<file path="config.mk">
export PLATFORM = sky130hd
export DESIGN_NAME = alt_eyemon_phase_stepper
export DESIGN_NICKNAME = d
export VERILOG_FILES = /design/src/rtl/alt_eyemon_phase_stepper.sv
export SDC_FILE = /design/constraint.sdc
export NUM_CORES = 1
export LEC_CHECK = 0
export ABC_CLOCK_PERIOD_IN_PS = 4100
export CAP_MARGIN = 20
export CORE_MARGIN = 2
export CORE_UTILIZATION = 47
export CTS_CLUSTER_SIZE = 8
export DETAILED_ROUTE_END_ITERATION = 12
export PLACE_DENSITY = 0.7
export REMOVE_ABC_BUFFERS = 1
export SLEW_MARGIN = 20
export SYNTH_ARGS = -nofsm -noshare
export SYNTH_HDL_FRONTEND = slang
export SYNTH_SLANG_ARGS = --single-unit
</file>
<file path="constraint.sdc">
create_clock -name i_clk -period 4.1 [get_ports i_clk]
set_clock_uncertainty 0.1 [all_clocks]
set_input_delay 0.82 -clock i_clk [delete_from_list [all_inputs] [get_ports i_clk]]
set_output_delay 0.82 -clock i_clk [all_outputs]
set_load 0.02 [all_outputs]
</file>
<file path="src/rtl/alt_eyemon_phase_stepper.sv">
// Eye-monitor phase stepper: walks the linear phase one step per write/readback bus transaction to i_target, settling between steps.
// Requests hold until i_ack (bounded by TIMEOUT_CYCLES); readback verify is built only with `define ALT_EYEMON_READBACK_EN.
module alt_eyemon_phase_stepper #(
    parameter int TIMEOUT_CYCLES = 255,
    parameter int SETTLE_CYCLES  = 4
) (
    input  logic       i_clk,
    input  logic       i_rst,
    input  logic       i_start,
    input  logic [5:0] i_target,
    output logic       o_busy,
    output logic       o_done,
    output logic       o_error,
    output logic [5:0] o_cur_phase,
    output logic       o_wr_req,
    output logic       o_rd_req,
    output logic [5:0] o_wr_code,
    input  logic [5:0] i_rd_code,
    input  logic       i_ack
);

    localparam int CNT_MAX = (TIMEOUT_CYCLES > SETTLE_CYCLES) ? TIMEOUT_CYCLES : SETTLE_CYCLES;
    localparam int CW      = $clog2(CNT_MAX + 1) + 1;
    localparam logic [CW-1:0] TMO_LAST    = (TIMEOUT_CYCLES > 1) ? CW'(TIMEOUT_CYCLES - 1) : '0;
    localparam logic [CW-1:0] SETTLE_LAST = (SETTLE_CYCLES > 1) ? CW'(SETTLE_CYCLES - 1) : '0;

    typedef enum logic [2:0] {
        IDLE,
        STEP,
        WR,
`ifdef ALT_EYEMON_READBACK_EN
        RD,
        CHECK,
`endif
        SETTLE,
        ERR
    } state_t;

    // Linear phase to hardware code: the delay line is folded in four 16-step segments.
    function automatic logic [5:0] f_fwd(input logic [5:0] l);
        case (l[5:4])
            2'b00:   f_fwd = 6'd63 - l;
            2'b01:   f_fwd = l;
            2'b10:   f_fwd = 6'd47 - l;
            default: f_fwd = l - 6'd16;
        endcase
    endfunction

`ifdef ALT_EYEMON_READBACK_EN
    function automatic logic [5:0] f_inv(input logic [5:0] c);
        case (c[5:4])
            2'b00:   f_inv = 6'd47 - c;
            2'b01:   f_inv = c;
            2'b10:   f_inv = c + 6'd16;
            default: f_inv = 6'd63 - c;
        endcase
    endfunction
`endif

    state_t          r_state, w_state_nxt;
    logic [5:0]      r_target, w_target_nxt;
    logic [5:0]      r_next, w_next_nxt;
    logic [5:0]      r_cur_phase, w_cur_phase_nxt;
    logic [5:0]      r_wr_code, w_wr_code_nxt;
    logic            r_wr_req, w_wr_req_nxt;
    logic            r_busy, w_busy_nxt;
    logic            r_done, w_done_nxt;
    logic            r_error, w_error_nxt;
    logic [CW-1:0]   r_cnt, w_cnt_nxt;
    logic [5:0]      w_step;

`ifdef ALT_EYEMON_READBACK_EN
    logic            r_rd_req, w_rd_req_nxt;
    logic [5:0]      r_rd_cap, w_rd_cap_nxt;
`else
    logic            w_unused_rd;
    assign w_unused_rd = ^i_rd_code;
`endif

    // STEP only uses this when target != current, so it can never wrap.
    assign w_step = (r_target > r_cur_phase) ? r_cur_phase + 6'd1 : r_cur_phase - 6'd1;

    always_comb begin
        w_state_nxt     = r_state;
        w_target_nxt    = r_target;
        w_next_nxt      = r_next;
        w_cur_phase_nxt = r_cur_phase;
        w_wr_code_nxt   = r_wr_code;
        w_wr_req_nxt    = r_wr_req;
        w_busy_nxt      = r_busy;
        w_done_nxt      = 1'b0;
        w_error_nxt     = r_error;
        w_cnt_nxt       = r_cnt;
`ifdef ALT_EYEMON_READBACK_EN
        w_rd_req_nxt    = r_rd_req;
        w_rd_cap_nxt    = r_rd_cap;
`endif
        case (r_state)
            IDLE: begin
                if (i_start) begin
                    w_target_nxt = i_target;
                    w_busy_nxt   = 1'b1;
                    w_error_nxt  = 1'b0;
                    w_state_nxt  = STEP;
                end
            end
            STEP: begin
                if (r_cur_phase == r_target) begin
                    w_done_nxt  = 1'b1;
                    w_busy_nxt  = 1'b0;
                    w_state_nxt = IDLE;
                end else begin
                    w_next_nxt    = w_step;
                    w_wr_code_nxt = f_fwd(w_step);
                    w_wr_req_nxt  = 1'b1;
                    w_cnt_nxt     = '0;
                    w_state_nxt   = WR;
                end
            end
            WR: begin
                if (i_ack) begin
                    w_wr_req_nxt    = 1'b0;
                    w_cur_phase_nxt = r_next;
                    w_cnt_nxt       = '0;
`ifdef ALT_EYEMON_READBACK_EN
                    w_rd_req_nxt    = 1'b1;
                    w_state_nxt     = RD;
`else
                    w_state_nxt     = SETTLE;
`endif
                end else if (r_cnt >= TMO_LAST) begin
                    w_wr_req_nxt = 1'b0;
                    w_error_nxt  = 1'b1;
                    w_busy_nxt   = 1'b0;
                    w_state_nxt  = ERR;
                end else begin
                    w_cnt_nxt = r_cnt + CW'(1);
                end
            end
`ifdef ALT_EYEMON_READBACK_EN
            RD: begin
                if (i_ack) begin
                    w_rd_req_nxt = 1'b0;
                    w_rd_cap_nxt = i_rd_code;
                    w_state_nxt  = CHECK;
                end else if (r_cnt >= TMO_LAST) begin
                    w_rd_req_nxt = 1'b0;
                    w_error_nxt  = 1'b1;
                    w_busy_nxt   = 1'b0;
                    w_state_nxt  = ERR;
                end else begin
                    w_cnt_nxt = r_cnt + CW'(1);
                end
            end
            CHECK: begin
                if (f_inv(r_rd_cap) == r_cur_phase) begin
                    w_cnt_nxt   = '0;
                    w_state_nxt = SETTLE;
                end else begin
                    w_error_nxt = 1'b1;
                    w_busy_nxt  = 1'b0;
                    w_state_nxt = ERR;
                end
            end
`endif
            SETTLE: begin
                if (r_cnt >= SETTLE_LAST) begin
                    w_cnt_nxt   = '0;
                    w_state_nxt = STEP;
                end else begin
                    w_cnt_nxt = r_cnt + CW'(1);
                end
            end
            ERR: begin
                w_error_nxt = 1'b1;
                w_busy_nxt  = 1'b0;
                w_state_nxt = IDLE;
            end
            default: w_state_nxt = IDLE;
        endcase
    end

    always_ff @(posedge i_clk or posedge i_rst) begin
        if (i_rst) begin
            r_state     <= IDLE;
            r_target    <= '0;
            r_next      <= '0;
            r_cur_phase <= '0;
            r_wr_code   <= '0;
            r_wr_req    <= 1'b0;
            r_busy      <= 1'b0;
            r_done      <= 1'b0;
            r_error     <= 1'b0;
            r_cnt       <= '0;
`ifdef ALT_EYEMON_READBACK_EN
            r_rd_req    <= 1'b0;
            r_rd_cap    <= '0;
`endif
        end else begin
            r_state     <= w_state_nxt;
            r_target    <= w_target_nxt;
            r_next      <= w_next_nxt;
            r_cur_phase <= w_cur_phase_nxt;
            r_wr_code   <= w_wr_code_nxt;
            r_wr_req    <= w_wr_req_nxt;
            r_busy      <= w_busy_nxt;
            r_done      <= w_done_nxt;
            r_error     <= w_error_nxt;
            r_cnt       <= w_cnt_nxt;
`ifdef ALT_EYEMON_READBACK_EN
            r_rd_req    <= w_rd_req_nxt;
            r_rd_cap    <= w_rd_cap_nxt;
`endif
        end
    end

    assign o_busy      = r_busy;
    assign o_done      = r_done;
    assign o_error     = r_error;
    assign o_cur_phase = r_cur_phase;
    assign o_wr_req    = r_wr_req;
    assign o_wr_code   = r_wr_code;
`ifdef ALT_EYEMON_READBACK_EN
    assign o_rd_req    = r_rd_req;
`else
    assign o_rd_req    = 1'b0;
`endif

endmodule

</file>
==> out/summary.json, run 1 <==
{
  "portBuffers": 25,
  "drt_drc_violations_left": 0,
  "crit_path_cell_trace": "inv_1, ha_1, and4_1, nand3_2, a21boi_4, inv_1, ha_1, a21oi_1, nand2_1, a31oi_1, xnor3_1, inv_1, ha_1, inv_1, or3_1, o311ai_1, a31o_1",
  "drt-pass1-iter-count": 4,
  "fmaxAchievable_mhz": 262,
  "worst_setup_path_startpoint": "o_cur_phase[2]",
  "totalNegativeSetupSlack_ns": 0,
  "endpoint": "o_wr_code[2]",
  "worst_path_maximum_fanout": 7,
  "timing.reg2reg.worst_path_depth": 17,
  "initial_core_util_pct": 49.8,
  "final_hold_viol_count": 0,
  "numClockSinks": 40,
  "shortest_period_the_worst_path_allows_ns": 3.82,
  "netlist_instances": 231,
  "tritoncts_clock_tree": "yes",
  "number_of_flops_mapped_to_enable_cells_by_yosys": 0,
  "synth.top_cells.by_area": "dfrtp_1 45%, ha_1 7.9%, o21ai_0 6.1%",
  "total_length_of_routed_wires_um": 4270,
  "place_congestion": 0.864,
  "async_reset_ff_share_pct": 100,
  "slew_headroom_pct": 45.3,
  "worst_setup_path_start_kind": "flop",
  "setup_slack_ns": 0.279,
  "worstSkewPairLatency_ns": 0.30,
  "critical_path.reg2reg.startpoint": "o_cur_phase[2]",
  "die_h_um": 72.6,
  "track_usage_pct": 17.8,
  "cpMostUsedCell": "inv_1",
  "synth.lib_cells_used.distinct": 50,
  "timing.critical_path.to_type": "flop",
  "final_nets": 289,
  "final_common_cell": "dfrtp_1",
  "cts.root.buffer_cell": "clkbuf_8",
  "drv.max_cap_violation_count": 0,
  "dp_hpwl_um": 3050,
  "cpPeakStageDelay_ns": 0.43,
  "drtAntennaViolNets": 0,
  "wire_length_of_the_first_global_routing_pass_um": 7450,
  "antenna_cells": 0,
  "routed_wl_per_cell_um": 13.8,
  "setup.reg_to_reg.worst_slack_ns": 0.28,
  "critical_path.n_buffers_inverters": 4,
  "grt_pass1_vias": 1660,
  "ffs_latches_synth": 40,
  "critical_path_required_ns": 4.24,
  "cts.clk_slew.worst_paths_ns": 0.08,
  "io_pins": 33,
  "post-route-period-util_pct": 93.2,
  "path_depth": 17,
  "criticalPathCategory": "flop to flop",
  "grt_antenna_before_repair": 0,
  "ys_dominant_reg_cell": "dfrtp_1",
  "rows": 24,
  "path_delay_family": "simple AND/OR/NAND/NOR gates",
  "post_synth_instance_area_um2": 2210,
  "holdCritPathClass": "flop to flop",
  "synth-seq-area-share_pct": 45.2,
  "gr-total-overflow": 0,
  "crit_slowest_cell": "dfrtp_1",
  "max_root_sink_buffers": 2,
  "critPathArrivalTime_ns": 3.96,
  "starting_drc_count_in_detailed_routing": 95,
  "worst_pin_slew_ns": 0.818,
  "rsz0062_at_grt": "no",
  "cts_buffers": 5,
  "drive_gt1_share_pct": 8.91,
  "mostFrequentLayoutCells": "40 x dfrtp_1, 32 x nand2_1, 27 x o21ai_0, 25 x clkdlybuf4s50_1, 16 x inv_1",
  "die-area_um2": 5270,
  "post-place-ws_ns": 0.246,
  "cts_max_level": 2,
  "coreArea_um2": 4440,
  "post_synthesis_area_per_instance_um2": 9.58,
  "setup_violations": 0,
  "worstReg2RegEnd": "o_wr_code[2]",
  "routed-via-count": 1724,
  "outcome": "finished clean",
  "vias_per_cell": 5.56,
  "timing.final.max_slew_violations": 0,
  "synth_top_cell_by_area": "dfrtp_1",
  "die_width_um": 72.6,
  "ys_warn_count": 0,
  "area.growth.synth_to_final_pct": 17.8,
  "grt_max_degree": 41,
  "synthDominantCellAreaShare_pct": 45.2
}
## through the flow
stage | instance area, um^2 | std cells | utilization [%] | hold slack (ns)
after floorplan | 2170 | 224 | - | 0.349
after global placement | 2500 | 303 | 56.3 | 0.360
after detailed placement | 2500 | 303 | 56.3 | 0.366
after CTS | 2600 | 310 | 58.4 | 0.383
after global routing | 2610 | 310 | 58.6 | 0.396
final | 2610 | 310 | 58.6 | 0.371
## worst reg2reg max path, stage by stage (launching register included)
cell and delay [ns]:
dfrtp_1 0.43, inv_1 0.09, ha_1 0.29, and4_1 0.22, nand3_2 0.14, a21boi_4 0.24, inv_1 0.14, ha_1 0.33
a21oi_1 0.15, nand2_1 0.10, a31oi_1 0.22, xnor3_1 0.38, inv_1 0.07, ha_1 0.15, inv_1 0.10, or3_1 0.38
o311ai_1 0.09, a31o_1 0.14
## repair_timing
item	CTS	global route
hold buffers	0	0
setup endpoints to repair	0	2
buffers inserted	0	0
resized for setup	0	1
## kinds of logic (layout without fill, tap and decap cells)
| logic type | Yosys count | in the layout | share of synthesized area (%) |
|---|---|---|---|
| AND/OR/NAND/NOR | 76 | 76 | 17.6 |
| AO/OA/AOI/OAI | 65 | 65 | 18.2 |
| flip-flops | 40 | 40 | 45.2 |
| buffers and inverters | 24 | 51 | 4.75 |
| adder cells (fa/ha/maj) | 15 | 15 | 8.82 |
| multiplexers | 6 | 6 | 3.00 |
| XOR/XNOR | 4 | 4 | 2.21 |
| other | 1 | 1 | 0.170 |
## synthesized netlist by cell type, types with 2 or more instances
| master | number |
|---|---|
| nor3b_1 | 3 |
| a21oi_2 | 2 |
| or3_1 | 4 |
| nand2b_1 | 2 |
| and2_1 | 2 |
| and4_1 | 3 |
| o21ai_0 | 27 |
| o21a_1 | 2 |
| clkbuf_1 | 2 |
| nor2_1 | 9 |
| mux2_2 | 5 |
| a221oi_1 | 2 |
| a31oi_1 | 2 |
| a21o_1 | 5 |
| nand3_1 | 5 |
| a21oi_1 | 13 |
| o31ai_1 | 3 |
| nor2b_1 | 3 |
| inv_1 | 16 |
| nand2_1 | 32 |
| nor3_1 | 4 |
| ha_1 | 14 |
| dfrtp_1 | 40 |
| xnor2_1 | 2 |
| and3_1 | 2 |
| buf_2 | 3 |
## how the worst min path moves through the flow
stage               startpoint             end  slack (ns)  cells past startpoint
global placement     r_next[3]  o_cur_phase[3]        0.36                      2
finish               r_next[0]  o_cur_phase[0]        0.37                      2
global route         r_next[3]       r_next[3]        0.40                      1
floorplan            r_next[2]       r_next[2]        0.35                      1
CTS                  r_next[3]       r_next[3]        0.38                      1
detailed placement   r_next[3]       r_next[3]        0.37                      1
## flip-flops by register name, indices dropped and copies added (netlist names)
register and flops:
r_state 3, r_cnt 9, o_done 1, r_target 6, o_wr_req 1, o_wr_code 6
r_next 6, o_cur_phase 6, o_busy 1, o_error 1
## routing by layer
layer | GRT usage, % | wire, um | vias up
met1 | 22.9 | 1980 | 813
met3 | 4.42 | 184 | 10
met2 | 29.7 | 2030 | 36
li1 | - | - | 865
met5 | 0 | 0 | -
met4 | 5.56 | 70 | 0
## area by class of cell
| type | instances | area, um^2 |
|---|---|---|
| fillers | 410 | 1840 |
| multi-input cells | 167 | 1110 |
| flip-flops and latches | 40 | 1000 |
| repair buffers | 27 | 265 |
| clock buffers | 7 | 96.3 |
| well taps | 52 | 65.1 |
| inverters | 17 | 63.8 |
Power of run 1 is left out: the tool's default activity adds up to more than one toggle a clock period on the data nets, which glitch-free logic cannot reach.
==> run 2, diff against run 1 <==
==> constraint.sdc (replaced) <==
create_clock -name i_clk -period 4.1 [get_ports i_clk]
set_clock_uncertainty 0.1 [all_clocks]
set_input_delay 0.82 -clock i_clk [delete_from_list [all_inputs] [get_ports i_clk]]
set_output_delay 0.82 -clock i_clk [all_outputs]
set_load 0.01 [all_outputs]
==> results of run 2 <==
Final layout, timing and power as in run 1 (identical DEF).
Power of run 2 is left out for the same reason.
==> run 3, diff against run 2 <==
--- a/config.mk
+++ b/config.mk
@@ -9,10 +9,10 @@
 export CAP_MARGIN = 20
 export CORE_MARGIN = 2
 export CORE_UTILIZATION = 47
-export CTS_CLUSTER_SIZE = 8
 export DETAILED_ROUTE_END_ITERATION = 12
 export PLACE_DENSITY = 0.7
 export REMOVE_ABC_BUFFERS = 1
+export SETUP_SLACK_MARGIN = 0.1
 export SLEW_MARGIN = 20
 export SYNTH_ARGS = -nofsm -noshare
 export SYNTH_HDL_FRONTEND = slang
==> run 3 against run 2 <==
- core utilization rose by 0.17 points
- sequential share of layout area fell by 0.11 points
- routed wire length rose by 0.66%
- first-iteration DRC count fell by 19%
- hold slack improved by 0.0063 ns
- final cell count rose by 0.32%
- largest cell class unchanged
==> out/summary.json, run 3 (synthesis results as in run 1) <==
{
  "drt_drc_violations_left": 0,
  "totalNegativeSetupSlack_ns": 0,
  "worstSkewPairLatency_ns": 0.29,
  "drt-pass1-iter-count": 4,
  "grt_antenna_before_repair": 0,
  "cts_max_level": 2,
  "die_h_um": 72.6,
  "cts_buffers": 5,
  "setup_violations": 0,
  "initial_core_util_pct": 49.8,
  "cts.root.buffer_cell": "clkbuf_8",
  "holdCritPathClass": "flop to flop",
  "place_congestion": 0.864,
  "track_usage_pct": 17.8,
  "mostFrequentLayoutCells": "40 x dfrtp_1, 32 x nand2_1, 27 x o21ai_0, 25 x clkdlybuf4s50_1, 16 x inv_1",
  "slew_headroom_pct": 44.0,
  "starting_drc_count_in_detailed_routing": 77,
  "drive_gt1_share_pct": 9.27,
  "rsz0062_at_grt": "no",
  "area.growth.synth_to_final_pct": 18.1,
  "routed-via-count": 1725,
  "final_hold_viol_count": 0,
  "gr-total-overflow": 0,
  "cpPeakStageDelay_ns": 0.39,
  "max_root_sink_buffers": 2,
  "post-route-period-util_pct": 91.4,
  "die-area_um2": 5270,
  "portBuffers": 25,
  "routed_wl_per_cell_um": 13.8,
  "largest_reg_flops": 9,
  "fill_cells": 409,
  "vias_per_cell": 5.55,
  "crit_slowest_cell": "dfrtp_1",
  "tritoncts_clock_tree": "yes",
  "io_pins": 33,
  "cts.clk_slew.worst_paths_ns": 0.07,
  "rows": 24,
  "worst_setup_path_start_kind": "flop",
  "hold_ws_ns": 0.378,
  "worst_pin_slew_ns": 0.838,
  "timing.final.max_slew_violations": 0,
  "total_length_of_routed_wires_um": 4300,
  "criticalPathCategory": "flop to flop",
  "critPathArrivalTime_ns": 3.83,
  "finalInstanceArea_um2": 2610,
  "final_nets": 290,
  "antenna_cells": 0,
  "worst_path_maximum_fanout": 7,
  "grt_max_degree": 41,
  "setup.reg_to_reg.worst_slack_ns": 0.35,
  "crit_path_cell_trace": "inv_1, ha_1, and4_1, nand3_2, a21boi_4, inv_1, ha_1, nor2b_1, o21a_1, or3_1, nand2_1, inv_2, ha_1, inv_1, or3_1, o311ai_1, a31o_1",
  "drv.max_cap_violation_count": 0,
  "outcome": "finished clean",
  "m1WireLength_um": 2030,
  "met2WireLength_um": 2040,
  "final_common_cell": "dfrtp_1",
  "shortest_period_the_worst_path_allows_ns": 3.75,
  "timing.critical_path.to_type": "flop",
  "critical_path_required_ns": 4.18,
  "drtAntennaViolNets": 0,
  "fmaxAchievable_mhz": 267,
  "wire_length_of_the_first_global_routing_pass_um": 7450,
  "numClockSinks": 40,
  "post-place-ws_ns": 0.246,
  "met3_wirelength_um": 160,
  "critical_path.n_buffers_inverters": 4,
  "dp_hpwl_um": 3050,
  "largest_register": "r_cnt",
  "grt_pass1_vias": 1660,
  "number_of_buffers_inserted_for_hold_repair_after_clock_tree_synthesis": 0,
  "coreArea_um2": 4440,
  "top_signal_layer_used": "met4",
  "die_width_um": 72.6,
  "setup_slack_ns": 0.351,
  "path_delay_family": "simple AND/OR/NAND/NOR gates",
  "placedInstanceArea_um2": 2500
}
[run 3: changes by cell type in the layout (fill, tap and decap cells not counted), sizes merged]
cell / previous run / this run
buf: 2 / 3
[run 3: per-stage QoR]
step	cells	util, %
floorplan	224	-
global placement	303	56.3
detailed placement	303	56.3
CTS	310	58.4
global route	311	58.8
finish	311	58.8
[run 3: worst min-delay path, delay by kind of cell, from the launching register on]
| kind | cells | cell delay [ns] |
|---|---|---|
| flip-flops | 1 | 0.35 |
| AO/OA/AOI/OAI | 1 | 0.05 |
| AND/OR/NAND/NOR | 1 | 0.04 |
[run 3: final cells by class]
type / instances / area, um^2 / share of cell area [%]
flip-flops and latches: 40 / 1000 / 38.3
clock buffers: 7 / 96.3 / 3.69
repair buffers: 28 / 273 / 10.4
multi-input cells: 167 / 1110 / 42.6
well taps: 52 / 65.1 / 2.49
inverters: 17 / 63.8 / 2.44
[run 3: path summary, 6_finish.rpt]
check,from,end,depth (start not counted)
max,o_cur_phase[3],o_wr_code[2],17
min,o_wr_code[4],o_wr_code[4],2
max reg2reg,o_cur_phase[3],o_wr_code[2],17
min reg2reg,o_wr_code[4],o_wr_code[4],2
max in group asynchronous,i_rst,o_cur_phase[1],3
min in group asynchronous,i_rst,o_wr_code[0],3
[run 3: metal layers]
layer / GRT usage, % / vias to the layer above
met5: 0 / -
li1: - / 870
met2: 29.7 / 32
met1: 22.9 / 815
met3: 4.42 / 8
met4: 5.56 / 0
[run 3: what timing repair did]
item,4_1_cts,5_1_grt
gates resized for setup,0,1
buffers inserted,0,1
endpoints found under the setup margin,0,3
Power of run 3 is left out for the same reason.
==> variant 1 (flow settings as in run 2) <==
Re-encode `state_t` (5 states) as Gray code, 3 bits wide.
--- a/src/rtl/alt_eyemon_phase_stepper.sv
+++ b/src/rtl/alt_eyemon_phase_stepper.sv
@@ -27,5 +27,5 @@
     typedef enum logic [2:0] {
-        IDLE,
-        STEP,
-        WR,
+        IDLE   = 3'b000,
+        STEP   = 3'b001,
+        WR     = 3'b011,
 `ifdef ALT_EYEMON_READBACK_EN
@@ -34,4 +34,4 @@
 `endif
-        SETTLE,
-        ERR
+        SETTLE = 3'b010,
+        ERR    = 3'b110
     } state_t;
Check against the original RTL: no difference found for any inputs over 10 cycles, from zero or initial values and one cycle with i_rst high; not proved beyond that.
==> variant 1 against run 2 <==
Critical path depth is 1 lower. Sequential cell count unchanged. Global-route usage down 0.51 points. Worst setup slack better by 0.18 ns. First-iteration DRC count grew 48%. Area after synthesis is 4.3% higher. Cell area up 5.2%. Routed wire length shrank 2.1%. Die area rose by 4.1%.
Power is not shown: default switching activity piles up to over one toggle a cycle in this logic, so the estimate is an artifact.
==> variant 1: results (changes against run 2) <==
status completed; Crit Path Class flip-flop to flip-flop; vias after detailed routing 1690 (-2.0%); post-synth cell types 49 (-2.0%); footprint of the multi-input gates 0.00120 sq mm (+8.1%); most instantiated cells after synthesis dfrtp_1 (40), o21ai_0 (24), nand2_1 (21); Clock Network Area Fraction 4.61% (+0.91 points); WL/cell 12.9 microns (-6.0%); worst skew pair latency 0.28 ns (-0.02 ns); first-pass detailed-route iteration total 4 (unchanged); register area share after synthesis 43.4% (-1.9 points); CP max stage cell dfrtp_1; post-synth top area share 43.4% (-1.9 points); Cells after DPL 315 (+4.0%); fillers 411 (+0.24%); gpl congestion 0.812 (-6.1%); top post-synthesis cells by area dfrtp_1 (43%), ha_1 (8.1%), mux2_2 (5.9%), o21ai_0 (5.2%), nand2_1 (3.4%); H-tree Lvls 2 (unchanged); GRT Resource Usage Total 17.3% (-0.51 points); Final HPWL DP 3.14 mm (+2.9%); worst slack, placed 0.356 ns (+0.110 ns); actual slew at the worst max-slew pin 0.863 ns (+0.0443 ns); hold_sp o_wr_code[2]$_DFFE_PP0P_; Non-CTS buffers 29 (+7.4%); non-clk buf share 10.2% (+0.046 points); Seq/total area 36.5% (-1.9 points); reg2reg end o_wr_code[3]$_DFFE_PP0P_; crit-path max FO 6 (-1); grt met3 use 4.47% (+0.052 points); wirelength, routed 4.18 mm (-2.1%); Placed Area 0.00261 sq mm (+4.3%); max incr delay on CP 0.41 ns (-0.02 ns); worst hold margin 0.378 ns (+0.00679 ns); Iter 0 DRT Violations 141 (+48%); share of cells above drive strength 1 13.3% (+4.4 points); Post-Syn Area per Cell 10.2 sq um (+6.1%); Final Util 58.0% (-0.60 points); vias in the first global route 1635 (-1.5%); GRT met1 Usage 21.5% (-1.4 points); first-pass GRT wire length 7.27 mm (-2.5%); Hold EP o_wr_code[2]$_DFFE_PP0P_; Non-clk invs 12 (-5); worst r2r path cells 16 (-1); nets 287 (-0.69%); r2r startpoint o_cur_phase[5]$_DFFE_PP0P_; critical path arrival 3.73 ns (-0.23 ns); met2 usage 30.2% (+0.46 points)
[variant 1: critical path, delay by kind of cell (launching register included)]
family          cells  cell delay (ns)
flops               1             0.41
xor+xnor            1             0.20
buf+inv             3             0.35
fa+ha+maj           3             0.90
simple gates        4             0.68
compound gates      5             0.90
[variant 1: routing by layer]
metal | wire [microns] | up-vias | part of all wire [%]
met1 | 1910 | 806 | 46
met3 | 116 | 5 | 2.8
met2 | 2120 | 20 | 51
met4 | 34 | 0 | 0.81
li1 | - | 859 | -
met5 | 0 | - | 0
[variant 1: logic make-up (layout without fill, tap and decap cells)]
group / after synthesis / count (layout) / synth area share, %
AO/OA/AOI/OAI: 61 / 61 / 17.0
AND/OR/NAND/NOR: 71 / 71 / 17.6
flip-flops: 40 / 40 / 43.4
buffers and inverters: 20 / 49 / 4.72
adder cells (fa/ha/maj): 16 / 16 / 9.00
multiplexers: 12 / 12 / 5.86
other: 1 / 1 / 0.163
XOR/XNOR: 6 / 6 / 2.28
==> variant 2 (settings of run 2) <==
Made on the original files. The option `ALT_EYEMON_READBACK_EN` is turned on by a define.
--- a/src/rtl/alt_eyemon_phase_stepper.sv
+++ b/src/rtl/alt_eyemon_phase_stepper.sv
@@ -2,2 +2,4 @@
 // Requests hold until i_ack (bounded by TIMEOUT_CYCLES); readback verify is built only with `define ALT_EYEMON_READBACK_EN.
+`define ALT_EYEMON_READBACK_EN
+
 module alt_eyemon_phase_stepper #(
Formal check against the unedited RTL: not equivalent (a bounded check fails within 4 cycles, from zero or initial values and one cycle with i_rst high).
==> variant 2 against run 2 <==
Fmax rose by 2.8%. Worst setup slack improved by 0.11 ns. Area after synthesis grew 30%. Sequential cell count increased by 7. Cell area grew 30%. Sequential share of layout area shrank 3.8 points. Via count grew 33%. Routed wire length increased by 43%. First-iteration DRC count unchanged. Utilization decreased by 1.2 points. Critical endpoint unchanged. Highest routed layer unchanged.
Power is not shown: default switching activity piles up to over one toggle a cycle in this logic, so the estimate is an artifact.
==> variant 2: results (changes against run 2) <==
Iter 0 DRT Violations 95 (unchanged); async set or reset register ratio after synthesis 100% (unchanged); clk slew on worst S/H paths 0.10 ns (+0.02 ns); status completed; H-tree Lvls 2 (unchanged); total of warnings raised by yosys 0 (unchanged); Top Metal Used met4; worst skew pair latency 0.31 ns; critical path arrival 3.81 ns (-0.15 ns); gpl congestion 0.935 (+8.2%); metal1 wirelength 3.17 mm (+60%); share of cells above drive strength 1 10.8% (+1.9 points); first-pass detailed-route iteration total 4 (unchanged); Port Buf Inserts 32 (+28%); GRT Resource Usage Total 19.6% (+1.7 points); number of flip-flops under the largest register name 9 (unchanged); vias per cell 5.63 (+1.3%); largest net degree at the start of global routing 48 (+17%); post-synth cell types 52 (+4.0%); Crit path max-delay family compound AO/OA/AOI/OAI gates; vias in the first global route 2101 (+27%); Met2 Wirelength 2.64 mm (+30%); CTS Buf Count 5 (unchanged); top post-synthesis cells by area dfrtp_1 (41%), ha_1 (8.2%), mux2_2 (5.5%), o21ai_0 (4.2%), nand2_1 (3.8%); nets 368 (+27%); WL/cell 15.0 microns (+8.6%); most instantiated cells after synthesis dfrtp_1 (47), nand2_1 (29), o21ai_0 (24); actual slew at the worst max-slew pin 0.828 ns (+0.00994 ns); ys flop type dfrtp_1; max incr delay on CP 0.49 ns (+0.06 ns); met3 wire len 227 microns (+23%); first-pass GRT wire length 10.2 mm (+37%); Final HPWL DP 4.51 mm (+48%); register area share after synthesis 40.8% (-4.5 points)
==> variant 2: cell count changes after synthesis, sizes merged, moves of 4 or more <==
cell	run 2	this run
nor3	4	9
ha	14	19
nand2b	2	9
mux2	5	14
o21ai	28	24
nor2b	3	8
dfrtp	40	47
o221ai	0	4
nor2	10	15
o31ai	3	7
xnor2	2	7
==> variant 2: final timing paths <==
kind,startpoint,to,slack [ns],depth (start not counted)
min reg2reg,r_next[0]$_DFFE_PP0P_,o_cur_phase[0]$_DFFE_PP0P_,0.39,2
max reg2reg,o_cur_phase[5]$_DFFE_PP0P_,o_wr_code[2]$_DFFE_PP0P_,0.38,15
max in group asynchronous,i_rst,o_wr_code[4]$_DFFE_PP0P_,2.57,2
max,o_cur_phase[5]$_DFFE_PP0P_,o_wr_code[2]$_DFFE_PP0P_,0.38,15
min in group asynchronous,i_rst,r_rd_cap[5]$_DFFE_PP0P_,0.85,2
min,r_next[0]$_DFFE_PP0P_,o_cur_phase[0]$_DFFE_PP0P_,0.39,2
==> variant 2: cells by family after synthesis <==
family / after synthesis / share of synthesized area [%]
AOI/OAI and AO/OA: 86 / 21.2
adders and majority gates: 20 / 8.93
buffers and inverters: 26 / 3.69
DFF: 47 / 40.8
muxes: 15 / 5.81
and+or+nand+nor: 95 / 16.8
xor gates and xnor gates: 9 / 2.73
==> variant 2: layer usage <==
metal / vias up / track usage, %
met5: - / 0
met1: 1101 / 28.9
met2: 47 / 28.9
met3: 6 / 4.13
li1: 1145 / -
met4: 0 / 5.33
==> variant 2: what timing repair did <==
item | 4_1_cts | 5_1_grt
endpoints found under the setup margin | 0 | 4
gates resized for setup | 0 | 2
endpoints found under the hold margin | 0 | 0
==> variant 2: through the flow <==
stage | area (sq um) | cells | util (%) | worst slack (ns) | hold WS (ns)
final | 3400 | 408 | 57.4 | 0.385 | 0.391
after global routing | 3400 | 408 | 57.4 | 0.0547 | 0.424
after CTS | 3390 | 408 | 57.3 | 0.0624 | 0.391
after detailed placement | 3280 | 400 | 55.4 | 0.0807 | 0.369
after global placement | 3280 | 400 | 55.4 | 0.191 | 0.361
after floorplan | 2850 | 291 | - | 0.285 | 0.346
==> variant 2: layout make-up <==
type                       instances  area (sq um)
multi-input combinational        225          1610
tap                               75          93.8
inverter                          19          72.6
timing repair buffer              34           335
clock buffer                       5          68.8
fill                             529          2520
sequential                        47          1180
clock inverter                     3          43.8
==> variant 2: worst min-delay path, cell delays in order (launching register included) <==
cell and delay, ns:
dfrtp_1 0.35, nand2_1 0.04, o21ai_0 0.06
